**src/rtl/multdiv_stall_ctrl.sv**
```systemverilog
// Execute-stage sequencer for the iterative mult/div unit: issues the start pulse, stalls the
// pipeline until the unit reports completion (or the watchdog expires), then retires one writeback.
module multdiv_stall_ctrl #(
    parameter int DATA_WIDTH = 32,
    parameter int REG_BITS   = 5,
    parameter int TIMEOUT    = 40
) (
    input  logic                  clock,
    input  logic                  ctrl_reset,
    input  logic                  start_mult,
    input  logic                  start_div,
    input  logic [DATA_WIDTH-1:0] operand_A,
    input  logic [DATA_WIDTH-1:0] operand_B,
    input  logic [REG_BITS-1:0]   rd_in,
    output logic [DATA_WIDTH-1:0] md_operandA,
    output logic [DATA_WIDTH-1:0] md_operandB,
    output logic                  md_ctrl_MULT,
    output logic                  md_ctrl_DIV,
    output logic                  cnt_clr,
    output logic                  cnt_en,
    input  logic [DATA_WIDTH-1:0] md_result,
    input  logic                  md_exception,
    input  logic                  md_resultRDY,
    output logic                  stall,
    output logic                  wb_valid,
    output logic [DATA_WIDTH-1:0] wb_data,
    output logic [REG_BITS-1:0]   wb_rd,
    output logic                  wb_exception
);

    localparam int WD_W = $clog2(TIMEOUT);

    typedef enum logic [1:0] {
        S_IDLE  = 2'd0,
        S_START = 2'd1,
        S_BUSY  = 2'd2,
        S_DONE  = 2'd3
    } state_t;

    state_t                r_state;
    state_t                w_next;
    logic                  r_op_div;
    logic [DATA_WIDTH-1:0] r_opa;
    logic [DATA_WIDTH-1:0] r_opb;
    logic [REG_BITS-1:0]   r_rd;
    logic [WD_W-1:0]       r_wd;
    logic [DATA_WIDTH-1:0] r_wb_data;
    logic                  r_wb_exc;
    logic                  w_start;
    logic                  w_timeout;

    assign w_start   = start_mult | start_div;
    assign w_timeout = (r_wd == WD_W'(TIMEOUT - 1));

    always_ff @(posedge clock or posedge ctrl_reset) begin
        if (ctrl_reset) r_state <= S_IDLE;
        else            r_state <= w_next;
    end

    always_comb begin
        w_next = r_state;
        case (r_state)
            S_IDLE:  if (w_start) w_next = S_START;
            S_START: w_next = S_BUSY;
            S_BUSY:  if (md_resultRDY || w_timeout) w_next = S_DONE;
            S_DONE:  w_next = S_IDLE;
            default: w_next = S_IDLE;
        endcase
    end

    // Reset gates stall too, so an abort releases the pipeline in the same cycle.
    always_comb begin
        md_ctrl_MULT = 1'b0;
        md_ctrl_DIV  = 1'b0;
        cnt_clr      = 1'b0;
        cnt_en       = 1'b0;
        stall        = 1'b0;
        wb_valid     = 1'b0;
        case (r_state)
            S_IDLE:  stall = w_start & ~ctrl_reset;
            S_START: begin
                md_ctrl_MULT = ~r_op_div;
                md_ctrl_DIV  = r_op_div;
                cnt_clr      = 1'b1;
                stall        = 1'b1;
            end
            S_BUSY: begin
                cnt_en = 1'b1;
                stall  = 1'b1;
            end
            S_DONE:  wb_valid = 1'b1;
            default: ;
        endcase
    end

    always_ff @(posedge clock or posedge ctrl_reset) begin
        if (ctrl_reset) begin
            r_op_div  <= 1'b0;
            r_opa     <= '0;
            r_opb     <= '0;
            r_rd      <= '0;
            r_wd      <= '0;
            r_wb_data <= '0;
            r_wb_exc  <= 1'b0;
        end else begin
            case (r_state)
                S_IDLE: if (w_start) begin
                    r_opa    <= operand_A;
                    r_opb    <= operand_B;
                    r_rd     <= rd_in;
                    r_op_div <= ~start_mult;
                end
                S_START: r_wd <= '0;
                S_BUSY: begin
                    r_wd <= r_wd + WD_W'(1);
                    if (md_resultRDY) begin
                        r_wb_data <= md_result;
                        r_wb_exc  <= md_exception;
                    end else if (w_timeout) begin
                        r_wb_data <= '0;
                        r_wb_exc  <= 1'b1;
                    end
                end
                default: ;
            endcase
        end
    end

    assign md_operandA  = r_opa;
    assign md_operandB  = r_opb;
    assign wb_data      = r_wb_data;
    assign wb_rd        = r_rd;
    assign wb_exception = r_wb_exc;

endmodule

```
**config.mk**
```make
export PLATFORM = sky130hd
export DESIGN_NAME = multdiv_stall_ctrl
export DESIGN_NICKNAME = d
export VERILOG_FILES = /design/src/rtl/multdiv_stall_ctrl.sv
export SDC_FILE = /design/constraint.sdc
export NUM_CORES = 1
export LEC_CHECK = 0
export ABC_CLOCK_PERIOD_IN_PS = 3850
export BUFFER_PORTS_ARGS = -buffer_cell sky130_fd_sc_hd__buf_4
export CAP_MARGIN = 20
export CORE_ASPECT_RATIO = 0.7
export CORE_MARGIN = 2
export CORE_UTILIZATION = 46
export DETAILED_ROUTE_END_ITERATION = 8
export GPL_TIMING_DRIVEN = 0
export PLACE_DENSITY_LB_ADDON = 0.2
export SLEW_MARGIN = 20
export SYNTH_ARGS = -nofsm -noshare
export SYNTH_HDL_FRONTEND = slang
export SYNTH_SLANG_ARGS = --single-unit
export TNS_END_PERCENT = 50
```
**constraint.sdc**
```tcl
create_clock -name clock -period 3.85 [get_ports clock]
set_clock_uncertainty 0.2 [all_clocks]
set_input_delay 0 -clock clock [delete_from_list [all_inputs] [get_ports clock]]
set_output_delay 0 -clock clock [all_outputs]
set_load 0.005 [all_outputs]
```
# ---- Word level (Yosys, flattened, before mapping)
# Index checks and enable logic that the tools add are counted.
dict set report classes {
  n_bitwise 5
  n_addsub 1
  eq_ne 6
  n_mux 14
  n_reduce_logical 8
}
# op n
set ops {}
lappend ops {{$mux 32} 2}
lappend ops {{$pmux 6 s2} 1}
lappend ops {{$pmux 2 s4} 1}
lappend ops {{$mux 1} 7}
lappend ops {{$add 6x1->6 const B} 1}
lappend ops {{$eq 6x6->1 const B} 1}
lappend ops {{$reduce_and 2->1} 3}
lappend ops {{$eq 2x2->1 const B} 2}
lappend ops {{$mux 2} 2}
lappend ops {{$ne 2x2->1 const B} 2}
lappend ops {{$reduce_bool 2->1} 2}
lappend ops {{$not 1->1} 3}
lappend ops {{$eq 2x1->1 const B} 1}
lappend ops {{$logic_not 2->1} 1}
lappend ops {{$pmux 1 s2} 1}
lappend ops {{$reduce_or 2->1} 1}
lappend ops {{$and 1x1->1} 1}
lappend ops {{$logic_or 1x1->1} 1}
lappend ops {{$or 1x1->1} 1}
dict set report word_totals {
  out_inout_bits 108
  wordCells 42
  in_bits 107
  register_bits 111
}

# ---- Logic depth before layout (Yosys ltp)
dict set report logic_depth {
  depth_word 4
  mapped_depth 8
}

# ---- Worst setup path before layout
# OpenSTA, ideal clock, no wires.
dict set report synth_path {
  path_type {flip-flop to flip-flop}
  startpoint {register r_state[0]}
  endpoint {register r_state[1]}
  required_ps 3525
  t_arrival_ps 1524
  n_path_buf 1
  path_slack_ps 2001
  setup_time_ps 125
  path_stages_with_launch 7
  path_cell_list {dfrtp_1 inv_1 ha_1 buf_4 inv_2 o31ai_1 mux2_2}
}
dict set report synth_via {
  elab_chain_cells 3
  elab_cells_between_ends 8
}
# item line_no
set synth_lines {}
lappend synth_lines {{from (decl)} 40} ;# state_t r_state;
lappend synth_lines {{from (signal assigned)} 57} ;# else r_state <= w_next;
lappend synth_lines {{$eq 2x2->1 or $logic_not 2->1 (tied branches)} 62} ;# case (r_state)
lappend synth_lines {{$ne 2x2->1 (no line)} n/a}
lappend synth_lines {{$reduce_and 2->1 (no line)} n/a}
# Parallel ways exist; a longest one is shown, timed or not.
# A chain may end at the register's enable or synchronous reset.

# ---- Worst setup path after layout
dict set report layout_path {
  startpoint {register r_state[0]}
  endpoint {register r_wb_data[12], in the netlist wb_data[12]}
}
dict set report layout_via {
  elab_chain_cells 2
}
# item line_no
set layout_lines {}
lappend layout_lines {{$eq 2x2->1} 106} ;# case (r_state)
lappend layout_lines {{$reduce_and 2->1 (no line)} n/a}
lappend layout_lines {{to (signal assigned)} 117} ;# r_wb_data <= md_result;
lappend layout_lines {{to (decl)} 47} ;# logic [DATA_WIDTH-1:0] r_wb_data;
# Every way passes these cells.

==> results.json <==
{
  "outcome": "complete, no violations",
  "cts-hold-fix-buffers": 115,
  "netlist.area_leader.share_pct": 61.72,
  "grt_max_degree": 78,
  "clk_pin_slew_ns": 0.07,
  "max-vdd-ir-drop_v": 0.0004769,
  "cts_resized": 0,
  "cts_max_level": 3,
  "grt_pass1_wl_mm": 21.19,
  "critical_path.slowest_cell": "dlygate4sd3_1",
  "instances_no_fill": 824,
  "cp-start-kind": "register",
  "cp.required_ns": 3.92,
  "dp.cells": 693,
  "vias": 4020,
  "seq_area_sq_um": 2778,
  "ys.flop_type": "dfrtp_1",
  "clock_latency_ns": 0.33,
  "path_cells": "inv_1 > ha_1 > buf_4 > inv_2 > nor2_1 > nand2_1 > dlygate4sd3_1 > o21ai_0 > dlygate4sd3_1",
  "dr.first_iter.drc_count": 170,
  "endpoint_kind": "register",
  "rsz0062_at_grt": "false",
  "stdcell_area_sq_um": 7736,
  "syn-cell-area_sq_um": 4501,
  "syn_inst": 350,
  "gp_congestion": 0.7550,
  "slew_viol_final": 0,
  "hold_viol_final": 0,
  "fmaxAchievable_mhz": 353.5,
  "cp_common_cell": "dlygate4sd3_1",
  "io_buffers": 214,
  "postCtsSetupBuffers": 0,
  "nets": 804,
  "tightest_slew_ns": 0.4525,
  "critical_path_class": "register to register",
  "drcViolationCount": 0,
  "clkSinkCount": 111,
  "dieArea_sq_um": 10600,
  "core.rowCount": 30,
  "min_path_type": "primary input to async pin",
  "utilization_pct": 80.51,
  "setup_tns_ns": 0,
  "multi_input_area_sq_um": 1543,
  "totalPowerFinal_mw": 5.411,
  "synth_warnings": 0,
  "die_w_um": 122.2,
  "ys_seq_elements": 111,
  "core_area_sq_um": 9609,
  "p_leak_nw": 3.704,
  "num-fill-cells": 549,
  "dr.pass1.iters": 4,
  "slew_headroom_pct": 69.72,
  "cp_max_fo": 10,
  "n_antenna_cell": 0,
  "cts_tree": "yes",
  "powerDensity_nw_per_um2": 699.4,
  "die_h_um": 86.76,
  "root_buffer": "clkbuf_16",
  "cts_inserted_buffers": 9,
  "syn2layout_area_growth_pct": 71.89,
  "yosysUniqueCellTypes": 34,
  "worst_slack_ns": 1.021,
  "detail-route-antenna-nets": 0,
  "initial_core_util_pct": 46.84,
  "yosysSeqAreaShare_pct": 61.72,
  "max_stage_delay_ns": 0.57,
  "antenna_found_initial": 0,
  "synth-edff-count": 0,
  "fin_crit_sh_pct": 73.47,
  "grt_usage_pct": 26.07,
  "synth_area_leaders": "dfrtp_1, mux2_2, nand2_1",
  "synth_fp_nets": 463,
  "wl_per_cell_um": 16.51,
  "dp_hpwl_mm": 8.435,
  "holdWs_ns": 0.01979,
  "grt_pass1_vias": 4162,
  "ios": 215,
  "cts_max_path_buffers": 2,
  "avgSynthCellArea_sq_um": 12.86,
  "place_ws_ns": 1.824,
  "place_area_sq_um": 6300,
  "cap_violations": 0,
  "grt-ovfl-total": 0,
  "synth_top_area_cell": "dfrtp_1",
  "period_needed_ns": 2.829,
  "postSynth.asyncResetShare_pct": 100.0,
  "arrival_ns": 2.90,
  "viasPerCell": 4.879,
  "drive_gt1_share_pct": 46.41,
  "final-setup-viol-count": 0,
  "wl_mm": 13.61
}
registers in the layout, indices dropped and copies added, names as in the netlist:
name	count
md_operandA	32
md_operandB	32
wb_data	32
r_wd	6
wb_rd	5
r_state	2
r_op_div	1
wb_exception	1
final timing paths:
check	startpoint	endpoint	slack (ns)	cells past startpoint
min reg2reg	wb_rd[1]	wb_rd[1]	0.30	1
max reg2reg	r_state[0]	wb_data[12]	1.02	9
min in group clock	md_result[29]	wb_data[29]	0.20	4
max in group asynchronous	ctrl_reset	wb_data[23]	2.75	4
max	r_state[0]	wb_data[12]	1.02	9
min	ctrl_reset	md_operandB[2]	0.02	3
layout make-up:
class	count	area share [%]
Sequential cell	111	35.90
Clock inverter	4	0.3720
Inverter	7	0.4043
Multi-Input combinational cell	214	19.94
Tap cell	128	2.070
Clock buffer	12	3.316
Timing Repair Buffer	330	36.00
Buffer	18	1.989
kinds of logic (layout without fill, tap and decap cells):
family / Yosys count / count (layout) / share of synthesized area (%)
XOR/XNOR: 1 / 1 / 0.1946
AO/OA/AOI/OAI: 47 / 47 / 6.116
multiplexers: 71 / 71 / 17.74
adder cells (fa/ha/maj): 6 / 6 / 1.668
buffers and inverters: 25 / 371 / 4.003
flip-flops: 111 / 111 / 61.72
AND/OR/NAND/NOR: 89 / 89 / 8.563
worst max-delay path, delay by kind of cell, from the launching register on:
family                   cells  cell delay (ns)
buffers and inverters        5             1.50
flip-flops                   1             0.40
AND/OR/NAND/NOR              2             0.39
AO/OA/AOI/OAI                1             0.08
adder cells (fa/ha/maj)      1             0.19
cells in the final DEF, fill, tap and decap left out, drive strengths merged, types with 2 or more instances in the layout:
cell type    instances
a31oi                2
clkbuf              13
o21ai               40
buf                232
nand3                3
nand2               70
ha                   6
mux2                70
nor2b                2
inv                  8
dlygate4sd3        115
nor3b                2
dfrtp              111
nor2                 7
a21oi                2
clkinvlp             2
report_power, final:
part | leakage [nW] | switching (mW) | internal (mW)
clock | 0.135 | 0.409 | 0.476
sequential | 1.34 | 0.327 | 1.73
combinational | 2.23 | 0.966 | 1.50
routing by layer:
| layer | routed length (um) | global-route usage, % | vias up |
|---|---|---|---|
| li1 | - | - | 1871 |
| met1 | 5387 | 31.22 | 1965 |
| met2 | 6977 | 45.81 | 159 |
| met3 | 978 | 7.500 | 25 |
| met4 | 262 | 7.941 | 0 |
| met5 | 0 | 0 | - |
synthesized netlist by cell type, types with 2 or more instances:
cell and number:
nand2_1 70, o21ai_0 29, mux2_1 6, ha_1 6, nor2_1 6, nand3_1 2
inv_1 6, buf_2 6, buf_6 10, dfrtp_1 111, o21ai_1 5, a21oi_1 2
nor2b_1 2, mux2_2 64, a31oi_1 2, o21ai_2 5
No activity file was read; power rests on OpenSTA's default activity.
